===== src/rtl/synth_pkg.sv =====
// synth_pkg: shared types and defaults for the polyphonic synthesis sequencer.
package synth_pkg;

    localparam int NUM_KEYS_DEFAULT = 128;
    localparam int KEY_W            = 7;

    typedef logic [KEY_W-1:0] key_t;

    typedef enum logic [1:0] {
        IDLE,
        CLEAR,
        SCAN,
        CAPTURE
    } sched_state_e;

    // Datapath control bundle presented alongside KEY each cycle.
    typedef struct packed {
        logic ld_phase;
        logic ld_count;
        logic ld_tone;
        logic tone_mux;
        logic counter_mux;
        logic phase_mux;
    } dp_ctrl_t;

endpackage


===== src/rtl/note_event_table.sv =====
// note_event_table: per-key held/pend/act bitmaps, note event capture,
// the indexed read port for the key being scanned, and the sounding-voice count.
module note_event_table
    import synth_pkg::*;
#(
    parameter int NUM_KEYS = NUM_KEYS_DEFAULT
) (
    input  logic       CLK,
    input  logic       RESET_N,
    input  logic       evt_valid,
    input  logic       evt_on,
    input  key_t       evt_key,
    input  key_t       rd_key,
    output logic       rd_held,
    output logic       rd_pend,
    output logic       rd_act,
    input  logic       set_act,
    input  logic       clr_act,
    input  logic       clr_pend,
    output logic [7:0] act_count
);

    logic [NUM_KEYS-1:0] held;
    logic [NUM_KEYS-1:0] pend;
    logic [NUM_KEYS-1:0] act;

    assign rd_held = held[rd_key];
    assign rd_pend = pend[rd_key];
    assign rd_act  = act[rd_key];

    // Scan updates first, then event capture, so an event on the key being
    // scanned overrides the scan's own pend clear and lands after the slot.
    always_ff @(posedge CLK or negedge RESET_N) begin
        // NOTE: the bitmaps are plain flops, not RAM, so they must be reset;
        // a stale act bit after reset would sound a voice nobody pressed.
        if (!RESET_N) begin
            held      <= '0;
            pend      <= '0;
            act       <= '0;
            act_count <= '0;
        end else begin
            if (set_act)  act[rd_key]  <= 1'b1;
            if (clr_act)  act[rd_key]  <= 1'b0;
            if (clr_pend) pend[rd_key] <= 1'b0;
            // NOTE: several non-blocking writes to the same bit in one block
            // resolve to the last one executed; the event block relies on it.
            if (evt_valid) begin
                if (evt_on) begin
                    held[evt_key] <= 1'b1;
                    pend[evt_key] <= 1'b1;
                end else begin
                    held[evt_key] <= 1'b0;
                end
            end
            if (set_act && !rd_act) begin
                act_count <= act_count + 8'd1;
            end else if (clr_act && rd_act) begin
                act_count <= act_count - 8'd1;
            end
        end
    end

endmodule


===== src/rtl/note_scheduler.sv =====
// note_scheduler: per-sample key scan sequencer for the synthesis datapath.
// Clears the tone accumulator on each SAMPLE_TICK, walks every key once,
// then captures the summed sample. Optional NOTE_SCHED_VOICE_LIMIT_EN caps
// simultaneous voices at MAX_VOICES.
module note_scheduler
    import synth_pkg::*;
#(
    parameter int NUM_KEYS   = NUM_KEYS_DEFAULT,
    parameter int MAX_VOICES = 16
) (
    input  logic        CLK,
    input  logic        RESET_N,
    input  logic        SAMPLE_TICK,
    input  logic        EVT_VALID,
    input  logic        EVT_ON,
    input  logic [6:0]  EVT_KEY,
    input  logic        NOTE_END,
    input  logic [31:0] TONE,
    output logic [6:0]  KEY,
    output logic        LD_PHASE,
    output logic        LD_COUNT,
    output logic        LD_TONE,
    output logic        TONE_MUX,
    output logic        COUNTER_MUX,
    output logic        PHASE_MUX,
    output logic        NOTE_ON,
    output logic [31:0] SAMPLE_OUT,
    output logic        SAMPLE_VALID,
    output logic [7:0]  ACTIVE_COUNT,
    output logic        OVERRUN
);

`ifdef NOTE_SCHED_VOICE_LIMIT_EN
    localparam bit LIMIT_EN = 1'b1;
`else
    localparam bit LIMIT_EN = 1'b0;
`endif
    // Without the limit the cap sits above any reachable count, so every start passes.
    localparam int   VOICE_CAP = LIMIT_EN ? MAX_VOICES : NUM_KEYS + 1;
    localparam key_t LAST_KEY  = key_t'(NUM_KEYS - 1);

    sched_state_e state_q, state_d;
    key_t         key_q, key_d;
    dp_ctrl_t     ctrl;
    logic         note_on;
    logic         set_act, clr_act, clr_pend;
    logic         capture;
    logic         rd_held, rd_pend, rd_act;
    logic [7:0]   act_count;
    logic         start_ok;
    logic [31:0]  sample_q;
    logic         valid_q;
    logic         overrun_q;

    note_event_table #(
        .NUM_KEYS (NUM_KEYS)
    ) u_table (
        .CLK       (CLK),
        .RESET_N   (RESET_N),
        .evt_valid (EVT_VALID),
        .evt_on    (EVT_ON),
        .evt_key   (EVT_KEY),
        .rd_key    (key_q),
        .rd_held   (rd_held),
        .rd_pend   (rd_pend),
        .rd_act    (rd_act),
        .set_act   (set_act),
        .clr_act   (clr_act),
        .clr_pend  (clr_pend),
        .act_count (act_count)
    );

    // A retrigger of a sounding key never needs a free slot.
    assign start_ok = rd_act || (int'(act_count) < VOICE_CAP);

    // State, key pointer and output-stage registers.
    always_ff @(posedge CLK or negedge RESET_N) begin
        if (!RESET_N) begin
            state_q   <= IDLE;
            key_q     <= '0;
            sample_q  <= '0;
            valid_q   <= 1'b0;
            overrun_q <= 1'b0;
        end else begin
            state_q <= state_d;
            key_q   <= key_d;
            valid_q <= capture;
            if (capture) sample_q <= TONE;
            if (SAMPLE_TICK && state_q != IDLE) overrun_q <= 1'b1;
        end
    end

    // Next state and datapath strobes, decoded from the registered state and
    // KEY so they line up with the datapath's combinational reads of KEY.
    always_comb begin
        // NOTE: every output gets a default here; a path that skips an
        // assignment would otherwise infer a latch.
        state_d  = state_q;
        key_d    = key_q;
        ctrl     = '0;
        note_on  = 1'b0;
        set_act  = 1'b0;
        clr_act  = 1'b0;
        clr_pend = 1'b0;
        capture  = 1'b0;
        case (state_q)
            IDLE: begin
                if (SAMPLE_TICK) state_d = CLEAR;
            end
            CLEAR: begin
                ctrl.ld_tone = 1'b1;
                state_d      = SCAN;
                key_d        = '0;
            end
            SCAN: begin
                note_on = rd_held;
                if (rd_pend && start_ok) begin
                    // Start or retrigger: phase and counter restart from zero,
                    // so this voice adds nothing to the current sample.
                    ctrl.ld_phase = 1'b1;
                    ctrl.ld_count = 1'b1;
                    ctrl.ld_tone  = 1'b1;
                    ctrl.tone_mux = 1'b1;
                    set_act       = 1'b1;
                    clr_pend      = 1'b1;
                end else if (rd_act && !NOTE_END) begin
                    ctrl = '1;
                end else if (rd_act) begin
                    clr_act = 1'b1;
                end
                if (key_q == LAST_KEY) begin
                    state_d = CAPTURE;
                    key_d   = '0;
                end else begin
                    key_d = key_q + key_t'(1);
                end
            end
            CAPTURE: begin
                capture = 1'b1;
                state_d = IDLE;
            end
            default: state_d = IDLE;
        endcase
    end

    assign KEY          = key_q;
    assign LD_PHASE     = ctrl.ld_phase;
    assign LD_COUNT     = ctrl.ld_count;
    assign LD_TONE      = ctrl.ld_tone;
    assign TONE_MUX     = ctrl.tone_mux;
    assign COUNTER_MUX  = ctrl.counter_mux;
    assign PHASE_MUX    = ctrl.phase_mux;
    assign NOTE_ON      = note_on;
    assign SAMPLE_OUT   = sample_q;
    assign SAMPLE_VALID = valid_q;
    assign ACTIVE_COUNT = act_count;
    assign OVERRUN      = overrun_q;

endmodule


===== config.mk =====
export PLATFORM = sky130hd
export DESIGN_NAME = note_scheduler
export DESIGN_NICKNAME = d
export VERILOG_FILES = /design/src/rtl/synth_pkg.sv /design/src/rtl/note_event_table.sv /design/src/rtl/note_scheduler.sv
export SDC_FILE = /design/constraint.sdc
export NUM_CORES = 1
export LEC_CHECK = 0
export CELL_PAD_IN_SITES_DETAIL_PLACEMENT = 1
export CELL_PAD_IN_SITES_GLOBAL_PLACEMENT = 1
export CORE_MARGIN = 1.5
export CORE_UTILIZATION = 40
export DETAILED_ROUTE_END_ITERATION = 6
export HOLD_SLACK_MARGIN = 0.15
export PLACE_DENSITY = 0.77
export SYNTH_ARGS = -nofsm -noshare
export SYNTH_HDL_FRONTEND = slang
export SYNTH_SLANG_ARGS = --single-unit

===== constraint.sdc =====
create_clock -name CLK -period 6.85 [get_ports CLK]
set_input_delay 1.37 -clock CLK [delete_from_list [all_inputs] [get_ports CLK]]
set_output_delay 1.37 -clock CLK [all_outputs]
set_load 0.01 [all_outputs]

==> results list <==
- Run status: finished, final reports clean
- Post-synthesis simple-gate area fraction: 11.59%
- The die is 234.2 um wide.
* Number of placement rows: 84
- By area the synthesized netlist is led by dfrtp_1 51%, mux2_2 6.9%, a22o_1 5.1%.
- Worst-case headroom to the max-slew limit: approximately a quarter
- Summing the areas of all fa, ha and maj instances in the mapped netlist gives 0.8541% of the synthesized area.
* Syn Nets: 2,059
* Total number of vias: roughly 18,000
* Number of buffers added for setup after CTS: 0
- The startpoint identified for the worst register-to-register timing path is KEY[1].
- CTS tree: built
- Summed over all failing endpoints, the final setup total negative slack is 0 ps.
- Initial standard-cell utilization of the core: 40.62%
* Synthesized netlist cell count: roughly 2,000
* Wirelength, routed: between 70,000 and 80,000 um
- At the pin with the least slew margin, the transition time is 1098 ps.
- Final Hold Slack: around 460 ps
* Die Outline Area: 54,870 um^2
- Compared with the post-synthesis result, the final layout area differs by 14.81%.
- Buffers inserted to repair hold after CTS numbered 0.
- After detailed routing, the number of remaining DRC violations is 0.
- Detailed placement finished with a half-perimeter wire length of 47,320 um.
* Number of diodes added for antenna fixing: 0
* IR Drop Worst-Case VDD: 188.2 uV
* Post-layout minimum cycle time: 6281 ps
* Clock transition at the registers of the reported paths: 60 ps
- Proportion of layout cells with a drive suffix above 1: 16.49%
- The final count of pins violating max slew is 0.
* Biggest area consumer among synthesized cells: dfrtp_1
* Fraction of the cycle the final worst path needs: 91.70%
- Pin count of the biggest net entering global routing: between 100 and 150
* Detailed-router iteration count before antenna repair: 5
- Util after Layout: 46.64%
* H-tree depth: 2
- Counting tap cells, the placed design contains a total of approximately 2,600 instances.
* Category of the critical setup timing path: register to primary output
- Prevailing post-synth register cell: dfrtp_1
- Summing the areas of all xor and xnor instances in the mapped netlist gives 0.2866% of the synthesized area.
- The tool flagged a number of max-cap violations equal to 0.
- Post-synthesis compound-gate area fraction: between 20% and 30%
- Clock tree synthesis selected as its root buffer the cell clkbuf_16.
- Counting flops and latches in the post-synthesis netlist gives 435.
- Drt first-iter violations: 1,935
- Buffers on Ports: 100
* Async S/R FF share, synth: 100.0%
* Global-route wire length before repair: 118,900 um
* Leakage component of the power: 10.10 nW
- GRT Total Usage: 28.56%
- During I/O placement, the number of pins put on the boundary was ~100.
- The via count of the first global-routing pass is 18,980.
- Hold violation total from the final report: 0
- After synthesis, the largest family of logic cells by area is compound AO/OA/AOI/OAI gates.
- Dividing the detail-routed via count by the number of cells gives 6.606.
- Number of unique standard cell types used by synthesis: 74
- Each instance of the synthesized netlist takes up on average 10.69 um^2.
- Sink Count: 435
- In this run the worst path has a maximum fanout of 56.
- Clk Latency, worst-skew pair: 610 ps
* Origin of the worst setup path: KEY[2]
* Routed len/inst: between 20 and 30 um
* Remaining global-route overflow: 0
- Summing every instance area after synthesis gives 21,390 um^2.
* Finish-stage setup viols: 0
* Most common library cells after synthesis: 435 x dfrtp_1, 180 x nand2_1, 147 x nand3_1
* Crit path launch type: register
- Summed over its instances, the top area cell type makes up 50.89% of the synthesized netlist area.
- Sequential elements use 50.89% of the synthesized area.
- dfrtp_1 is the most common cell in the netlist.
- For this run, the number of Yosys warnings is 0.
* Standard cell core area: 52,660 um^2
* Final non-filler cell total: roughly 2,700
- FMAX: between 150 and 200 MHz
- PD cells: ~260 nW/um^2
- The longest clock path from root to sink contains 3 buffers.
- Arrival time at the worst endpoint: 4910 ps
* Vert. Die Dim: 234.2 um
* Required time of the critical path: 5480 ps
- Hold Startpoint: OVERRUN
- On the final layout, the worst clock skew is 40.33 ps.
- Total chip power: 6.341 mW
* Number of enable-type register cells in the synthesized netlist: 0
* Antenna Violating Nets Remaining: 0
- The initial antenna violation count is 0.
- Final weighted congestion of routability-driven global placement: roughly 0.86
* Fraction of synthesized area in multiplexers: 10.68%
* Post-layout nets: 2,058
- Counting the fill cells in the layout gives 5,646.
* Unrepaired setup endpoints after global routing: false
- The tightest min-delay check is of the register to register type.
- The number of clock buffers added by TritonCTS is 48.
- The number of gates resized after CTS was 0.
- STA classifies the critical path endpoint as a primary output.
[cell type report]
cell class / count / area, um^2 / share of cell area, %
Sequential cell: 435 / 10890 / 44.36
Multi-Input combinational cell: 1335 / 9504 / 38.70
Timing Repair Buffer: 162 / 1516 / 6.175
Clock buffer: 71 / 1469 / 5.982
Tap cell: 688 / 860.8 / 3.506
Clock inverter: 17 / 247.7 / 1.009
Inverter: 17 / 63.81 / 0.2599
[through the flow]
| stage | setup slack, ps | area [um^2] |
|---|---|---|
| final | 568.8 | 24560 |
| after global routing | 370.1 | 24560 |
| after CTS | 626.0 | 24560 |
| after detailed placement | 1049 | 22840 |
| after global placement | 1281 | 22840 |
| after floorplan | 2043 | 21390 |
[worst max-delay path, cell delays in order, from the launching register on]
cell	delay, ps
dfrtp_4	1010
nor2b_1	930
a22oi_1	210
o221ai_1	270
o2111ai_1	150
o211ai_1	290
a31oi_4	140
nand2b_1	260
nor3_1	360
clkdlybuf4s50_1	630
[cells in the final DEF (no fill, tap or decap), types with 15 or more instances in the layout]
cell type / count
o2bb2ai_1: 124
nor2_1: 125
o22ai_1: 24
a21oi_1: 30
buf_4: 58
a221oi_1: 31
clkbuf_16: 49
clkbuf_8: 16
nand3_1: 145
dfrtp_1: 432
mux2i_1: 29
nand2_1: 180
mux2_2: 131
clkdlybuf4s50_1: 98
o21ai_0: 124
a22oi_1: 39
a22o_1: 124
mux4_2: 19
inv_1: 15
[final timing paths]
| kind | endpoint | slack [ps] | depth (start not counted) |
|---|---|---|---|
| hold / removal | OVERRUN | 460 | 1 |
| min in group asynchronous | u_table.act_count[2] | 880 | 1 |
| setup reg to reg | u_table.act_count[7] | 950 | 18 |
| hold reg to reg | OVERRUN | 460 | 1 |
| setup / recovery | PHASE_MUX | 570 | 9 |
| max in group asynchronous | SAMPLE_OUT[15] | 4530 | 2 |
[cells by family after synthesis]
kind of cell,count (synthesis)
XOR/XNOR,7
adder cells (fa/ha/maj),14
flip-flops,435
buffers and inverters,230
multiplexers,185
AO/OA/AOI/OAI,585
AND/OR/NAND/NOR,544
[power by group]
part	internal, mW	leakage, nW	total, mW	switching, mW
registers	2.75	5.89	2.88	0.132
clock network	1.71	0.847	2.81	1.10
logic	0.313	3.35	0.649	0.336
total	4.77	10.1	6.34	1.57
[layer usage]
metal	global-route usage [%]	up-vias	wire length, um
li1	-	7401	-
met1	37.96	9456	31360
met2	45.77	925	36530
met3	5.253	220	6663
met4	12.00	0	3110
met5	0	-	0
No activity file was read; power rests on OpenSTA's default activity.
